`src/rtl/canny_hyst.sv`:
```
// rtl/canny_hyst.sv - Canny double-threshold + hysteresis stage, 3-cycle latency.
// Define HYST_EN to promote weak pixels touching a strong neighbour; otherwise only strong pixels are edges.
module canny_hyst #(
    parameter int DATA_W = 8,
    parameter int IMG_W  = 640,
    parameter int CNT_W  = 20
) (
    input  logic              clk,
    input  logic              rst_n,
    input  logic [DATA_W-1:0] NMS_data,
    input  logic              NMS_hs,
    input  logic              NMS_vs,
    input  logic              NMS_de,
    input  logic [DATA_W-1:0] th_low,
    input  logic [DATA_W-1:0] th_high,
    output logic [DATA_W-1:0] edge_data,
    output logic              edge_hs,
    output logic              edge_vs,
    output logic              edge_de,
    output logic [CNT_W-1:0]  edge_cnt,
    output logic              cnt_valid
);

    localparam int COL_W = $clog2(IMG_W + 1);
    localparam int AW    = (IMG_W > 1) ? $clog2(IMG_W) : 1;
    localparam int ROW_W = 16;

    logic              r_vs_d, r_hs_d, r_seen, r_act;
    logic [DATA_W-1:0] r_th_low, r_th_high;
    logic [COL_W-1:0]  r_col;
    logic [ROW_W-1:0]  r_row;
    logic              w_vs_rise, w_eol, w_ovf;
    logic [1:0]        w_cls;

    logic              r1_hs, r1_vs, r1_de, r1_ovf, r1_act, r1_row1, r1_col0, r1_border;
    logic [1:0]        r1_cls;
    logic [AW-1:0]     r1_addr;
    logic              w_ok;
    logic [AW-1:0]     w_addr;
    logic [1:0]        w_top, w_mid, w_top_in;

    logic [1:0]        r_lb1 [IMG_W];
    logic [1:0]        r_lb2 [IMG_W];
    logic [1:0]        r_win [3][3];
    logic              r2_hs, r2_vs, r2_de, r2_ok;
    logic              w_edge;
    logic [CNT_W-1:0]  r_acc;

    assign w_vs_rise = NMS_vs & ~r_vs_d;
    // Line end is taken from hs so that de gaps inside a line do not split it.
    assign w_eol     = NMS_hs & ~r_hs_d & r_seen;
    assign w_ovf     = (r_col == COL_W'(IMG_W));

    always_comb begin
        w_cls = 2'd0;
        if (NMS_data >= r_th_high)
            w_cls = 2'd2;
        else if (NMS_data >= r_th_low)
            w_cls = 2'd1;
    end

    always_ff @(posedge clk or negedge rst_n) begin
        if (!rst_n) begin
            r_vs_d    <= 1'b0;
            r_hs_d    <= 1'b0;
            r_seen    <= 1'b0;
            r_act     <= 1'b0;
            r_th_low  <= '0;
            r_th_high <= '0;
            r_col     <= '0;
            r_row     <= '0;
            r1_hs     <= 1'b0;
            r1_vs     <= 1'b0;
            r1_de     <= 1'b0;
            r1_ovf    <= 1'b0;
            r1_act    <= 1'b0;
            r1_row1   <= 1'b0;
            r1_col0   <= 1'b0;
            r1_border <= 1'b0;
            r1_cls    <= 2'd0;
            r1_addr   <= '0;
        end else begin
            r_vs_d <= NMS_vs;
            r_hs_d <= NMS_hs;
            if (w_vs_rise) begin
                r_th_low  <= th_low;
                r_th_high <= th_high;
                r_act     <= 1'b1;
                r_row     <= '0;
            end else if (w_eol && r_row != '1) begin
                r_row <= r_row + ROW_W'(1);
            end
            if (w_vs_rise || w_eol) begin
                r_col  <= '0;
                r_seen <= 1'b0;
            end else if (NMS_de) begin
                r_seen <= 1'b1;
                if (!w_ovf)
                    r_col <= r_col + COL_W'(1);
            end
            r1_hs     <= NMS_hs;
            r1_vs     <= NMS_vs;
            r1_de     <= NMS_de;
            r1_ovf    <= w_ovf;
            r1_act    <= r_act;
            r1_row1   <= (r_row == ROW_W'(1));
            r1_col0   <= (r_col == '0);
            r1_border <= (r_row == '0) || (r_col == '0);
            r1_cls    <= NMS_de ? w_cls : 2'd0;
            r1_addr   <= r_col[AW-1:0];
        end
    end

    assign w_ok     = r1_de & ~r1_ovf;
    assign w_addr   = w_ok ? r1_addr : '0;
    assign w_mid    = r_lb1[w_addr];
    assign w_top    = r_lb2[w_addr];
    assign w_top_in = r1_row1 ? 2'd0 : w_top;

    always_ff @(posedge clk) begin
        if (w_ok) begin
            r_lb1[w_addr] <= r1_cls;
            r_lb2[w_addr] <= w_mid;
        end
    end

    // Masking is applied as columns enter the window: zero top row on row 1, zero left history at line start.
    always_ff @(posedge clk or negedge rst_n) begin
        if (!rst_n) begin
            for (int i = 0; i < 3; i++)
                for (int j = 0; j < 3; j++)
                    r_win[i][j] <= 2'd0;
            r2_hs <= 1'b0;
            r2_vs <= 1'b0;
            r2_de <= 1'b0;
            r2_ok <= 1'b0;
        end else begin
            if (w_ok) begin
                for (int i = 0; i < 3; i++) begin
                    r_win[i][0] <= r1_col0 ? 2'd0 : r_win[i][1];
                    r_win[i][1] <= r1_col0 ? 2'd0 : r_win[i][2];
                end
                r_win[0][2] <= w_top_in;
                r_win[1][2] <= w_mid;
                r_win[2][2] <= r1_cls;
            end
            r2_hs <= r1_hs;
            r2_vs <= r1_vs;
            r2_de <= r1_de;
            r2_ok <= w_ok & r1_act & ~r1_border;
        end
    end

`ifdef HYST_EN
    logic w_strong_nb;

    always_comb begin
        w_strong_nb = 1'b0;
        for (int i = 0; i < 3; i++)
            for (int j = 0; j < 3; j++)
                if (!(i == 1 && j == 1) && r_win[i][j] == 2'd2)
                    w_strong_nb = 1'b1;
        w_edge = r2_ok && (r_win[1][1] == 2'd2 || (r_win[1][1] == 2'd1 && w_strong_nb));
    end
`else
    always_comb begin
        w_edge = r2_ok && (r_win[1][1] == 2'd2);
    end
`endif

    always_ff @(posedge clk or negedge rst_n) begin
        if (!rst_n) begin
            edge_data <= '0;
            edge_hs   <= 1'b0;
            edge_vs   <= 1'b0;
            edge_de   <= 1'b0;
            edge_cnt  <= '0;
            cnt_valid <= 1'b0;
            r_acc     <= '0;
        end else begin
            edge_data <= {DATA_W{w_edge}};
            edge_hs   <= r2_hs;
            edge_vs   <= r2_vs;
            edge_de   <= r2_de;
            cnt_valid <= w_vs_rise;
            if (w_vs_rise) begin
                edge_cnt <= r_acc;
                r_acc    <= '0;
            end else if (w_edge && r_acc != '1) begin
                r_acc <= r_acc + CNT_W'(1);
            end
        end
    end

endmodule
```
`config.mk`:
```
export PLATFORM = sky130hd
export DESIGN_NAME = canny_hyst
export DESIGN_NICKNAME = d
export VERILOG_FILES = /design/src/rtl/canny_hyst.sv
export SDC_FILE = /design/constraint.sdc
export NUM_CORES = 2
export LEC_CHECK = 0
export ABC_AREA = 1
export CAP_MARGIN = 30
export CELL_PAD_IN_SITES_DETAIL_PLACEMENT = 1
export CELL_PAD_IN_SITES_GLOBAL_PLACEMENT = 1
export CORE_MARGIN = 1
export CORE_UTILIZATION = 45
export DETAILED_ROUTE_END_ITERATION = 6
export PLACE_DENSITY_LB_ADDON = 0.1
export SETUP_SLACK_MARGIN = 0.2
export SYNTH_ARGS = -nofsm -noshare
export SYNTH_HDL_FRONTEND = slang
export SYNTH_SLANG_ARGS = --single-unit
```
`constraint.sdc`:
```
create_clock -name clk -period 9.8 [get_ports clk]
set_input_delay 2.45 -clock clk [delete_from_list [all_inputs] [get_ports clk]]
set_output_delay 2.45 -clock clk [all_outputs]
set_load 0.01 [all_outputs]
```
==> run metrics <==
run status finished clean; Vert. Die Dim 370 um; max_cap viols 0; unrepaired setup endpoints after global routing false; path category of the worst min-delay check flip-flop to flip-flop; Total Neg Setup Slack 0 ns; maximum buffer depth of the clock tree 3; maximum number of pins on one net before global-route repair 191; antenna violations before repair 4; average size of a mapped cell 9.88 um^2; worst setup path category flip-flop to flip-flop; maximum net fanout on the critical path 54; hold path endpoint edge_hs$_DFF_PN0_; number of buffers inserted for hold repair after clock tree synthesis 0; Reg2Reg Setup Slack 3.94 ns; start of the worst register-to-register path r1_ovf$_DFF_PN0_; Highest Clock Rate 171 MHz; power density over cell area 201 nW/um^2; routability congestion estimate from global placement 0.793; startpoint kind of the worst setup timing path flip-flop; share of the yosys chip area belonging to registers 0.679; cell with the largest stage delay on the worst path clkinv_1; post-route worst hold slack 0.348 ns; net count of the mapped netlist 6216; prevailing post-synth register cell edfxtp_1; worst vdd rail ir drop 0.227 mV; number of setup violations in the final report 0; die area 137000 um^2; Final Cycle Share 0.598; worst slack after detailed placement 4.00 ns; critical path capture point type flip-flop; Static Leak 25.8 nW; cell count of the worst hold path 0; post-synthesis compound-gate area fraction 0.0168; fraction of the mapped netlist area in simple logic gates 0.264; Synth Instances 6166; Bufs and invs on worst path 3; initial cell density of the core 0.455; chain of cells forming the critical path inv_2 > buf_4 > nand2_4 > nor2_4 > clkinv_1 > nor2_2 > nand2_2 > nor2_1; WP data required 10.22 ns; worst skew pair latency 0.81 ns; Register-to-Register Path Depth 8; violation count after the first detailed-routing iteration 3842; CTS tree built; mux share of post-synthesis cell area 0; final critical-path setup slack 3.94 ns; via count of the first global-routing pass 46000; Detailed Routing Iterations Pass 1 5; Remaining DRCs 0; utilization after layout 0.508; distinct cell type count after synthesis 39; launching element of the worst setup path r1_ovf$_DFF_PN0_; CTS HTree Levels 4; number of gates given a new drive strength after cts 0; number of flip-flops and latches in the synthesized netlist 1396; number of buffers added by the clock tree synthesis step 153; count of vias placed by the detailed router 44100; final number of hold-violating endpoints 0; routed via count divided by cell count 5.54; post-synthesis instance area 60900 um^2; number of warnings printed during yosys synthesis 0; clock transition at the register clock pins on the worst setup and hold paths after CTS 0.06 ns; Die W 370 um; cell family contributing the most delay on the critical path simple AND/OR/NAND/NOR gates; HPWL Detailed 108000 um; share of post-route cells with drive strength above 1 0.0593; arrival time reported for the critical path endpoint 6.28 ns; All-Layer GR Usage 0.280; average routed wire per standard cell 23.9 um; main combinational cell family by area after synthesis simple AND/OR/NAND/NOR gates; number of nets in the final layout 6114; Clock Sinks 1396; number of input and output port buffers inserted 60; number of top-level pins 61; parity-gate share of the synthesized area counting xor and xnor cells 0.000144; Root Buffer Master clkbuf_16; Core Rows 134; normalized max-slew margin 0.242; wirelength, routed 190000 um; Min Clock Period, post-route 5.86 ns; wire length of the first global-routing pass 285000 um; worst stage delay on the critical path 1.01 ns; number of max-slew violations in the final report 0; fraction of synthesis flops using an asynchronous set or reset pin 0.0831; arithmetic-cell share of the synthesized area counting full adders, half adders and majority gates 0.00431; worst r2r dst r_lb1[53][1]$_DFFE_PP_; Post-DRT Antenna Nets 0; setup skew after layout 0.0215 ns; actual transition at the worst max-transition pin 1.14 ns; # fillers 14700; overall power of the completed layout 13.7 mW; post-CTS setup-driven buffer insertion count 0; Layout Area Growth over Synthesis 11.6%; core area 134000 um^2; remaining global-route overflow 0; source of the worst hold timing path r2_hs$_DFF_PN0_; number of enable flip-flop cells after synthesis 1280
layout by cell type, fill, tap and decap left out, types with 4 or more instances in the layout:
cell type / n
nor3_1: 27
clkbuf_1: 34
clkdlybuf4s50_1: 59
nand3_1: 391
nor2_4: 12
o21ai_0: 64
buf_16: 10
a211oi_1: 4
nand2_1: 2713
nor4_1: 4
buf_12: 8
nand4_1: 123
nor2_1: 737
inv_6: 6
bufinv_16: 9
clkbuf_16: 154
a21oi_1: 80
ha_1: 21
clkbuf_8: 7
nor2_2: 6
nand2_2: 13
a22oi_1: 21
clkinv_8: 7
clkinv_2: 29
edfxtp_1: 1280
buf_4: 77
dfrtp_1: 112
clkinv_1: 29
inv_1: 107
inv_2: 8
metrics by stage:
stage / instance area (um^2) / instances
detailed placement: 63000 / 7673
global route: 68000 / 7957
floorplan: 60900 / 6166
CTS: 67900 / 7953
finish: 68000 / 7959
global placement: 62800 / 7664
cell families after synthesis:
group | count (synthesis)
AND/OR/NAND/NOR | 4035
flip-flops | 1396
buffers and inverters | 530
AO/OA/AOI/OAI | 183
adder cells (fa/ha/maj) | 21
XOR/XNOR | 1
synthesized netlist by cell type, types with 37 or more instances:
cell type,number,area (um^2)
buf_1,37,139
clkbuf_1,251,942
dfrtp_1,116,2900
buf_2,114,571
nand2_1,2726,10200
inv_1,107,402
edfxtp_1,1280,38400
nand4_1,123,769
nor2_1,741,2780
o21ai_0,64,320
nand3_1,392,1960
a21oi_1,80,400
area by class of cell:
type / instances / area (um^2) / area share
Sequential cell: 1396 / 41400 / 0.608
Multi-Input combinational cell: 4240 / 17500 / 0.257
Clock buffer: 195 / 4080 / 0.0600
Tap cell: 1768 / 2210 / 0.0325
Timing Repair Buffer: 156 / 1630 / 0.0240
Clock inverter: 85 / 758 / 0.0112
Inverter: 117 / 444 / 0.00654
Antenna cell: 2 / 5.00 / 0.0000736
power breakdown:
| part | total (mW) | internal, mW | switching, mW |
|---|---|---|---|
| clock network | 5.64 | 3.19 | 2.44 |
| registers | 6.73 | 6.68 | 0.0527 |
| logic | 1.30 | 0.309 | 0.986 |
| total | 13.7 | 10.2 | 3.48 |
per-layer routing:
layer,global-route usage,vias up,share of wire
met3,0.0463,301,0.060
met5,0,-,0
met1,0.375,22300,0.43
met4,0.102,0,0.034
li1,-,20200,-
met2,0.459,1225,0.48
state kept, by name, indices dropped and copies added (netlist names), 2 cells and up:
name       count
r_win          4
r_th_high      8
r_lb1       1280
r1_cls         2
r_row         16
r_th_low       8
r_acc         20
r1_addr       10
r_col         10
edge_cnt      20
how the worst max path moves through the flow:
stage,endpoint,slack [ns],cells after the start
3_5_place_dp,r_lb1[53][0]$_DFFE_PP_,4.00,8
5_1_grt,r_lb1[53][1]$_DFFE_PP_,3.78,8
3_3_place_gp,r_lb1[53][0]$_DFFE_PP_,4.00,8
6_report,r_lb1[53][1]$_DFFE_PP_,3.94,8
4_1_cts,r_lb1[53][1]$_DFFE_PP_,4.00,8
2_1_floorplan,r_lb1[0][0]$_DFFE_PP_,0.61,0
No activity file was read; power rests on OpenSTA's default activity.
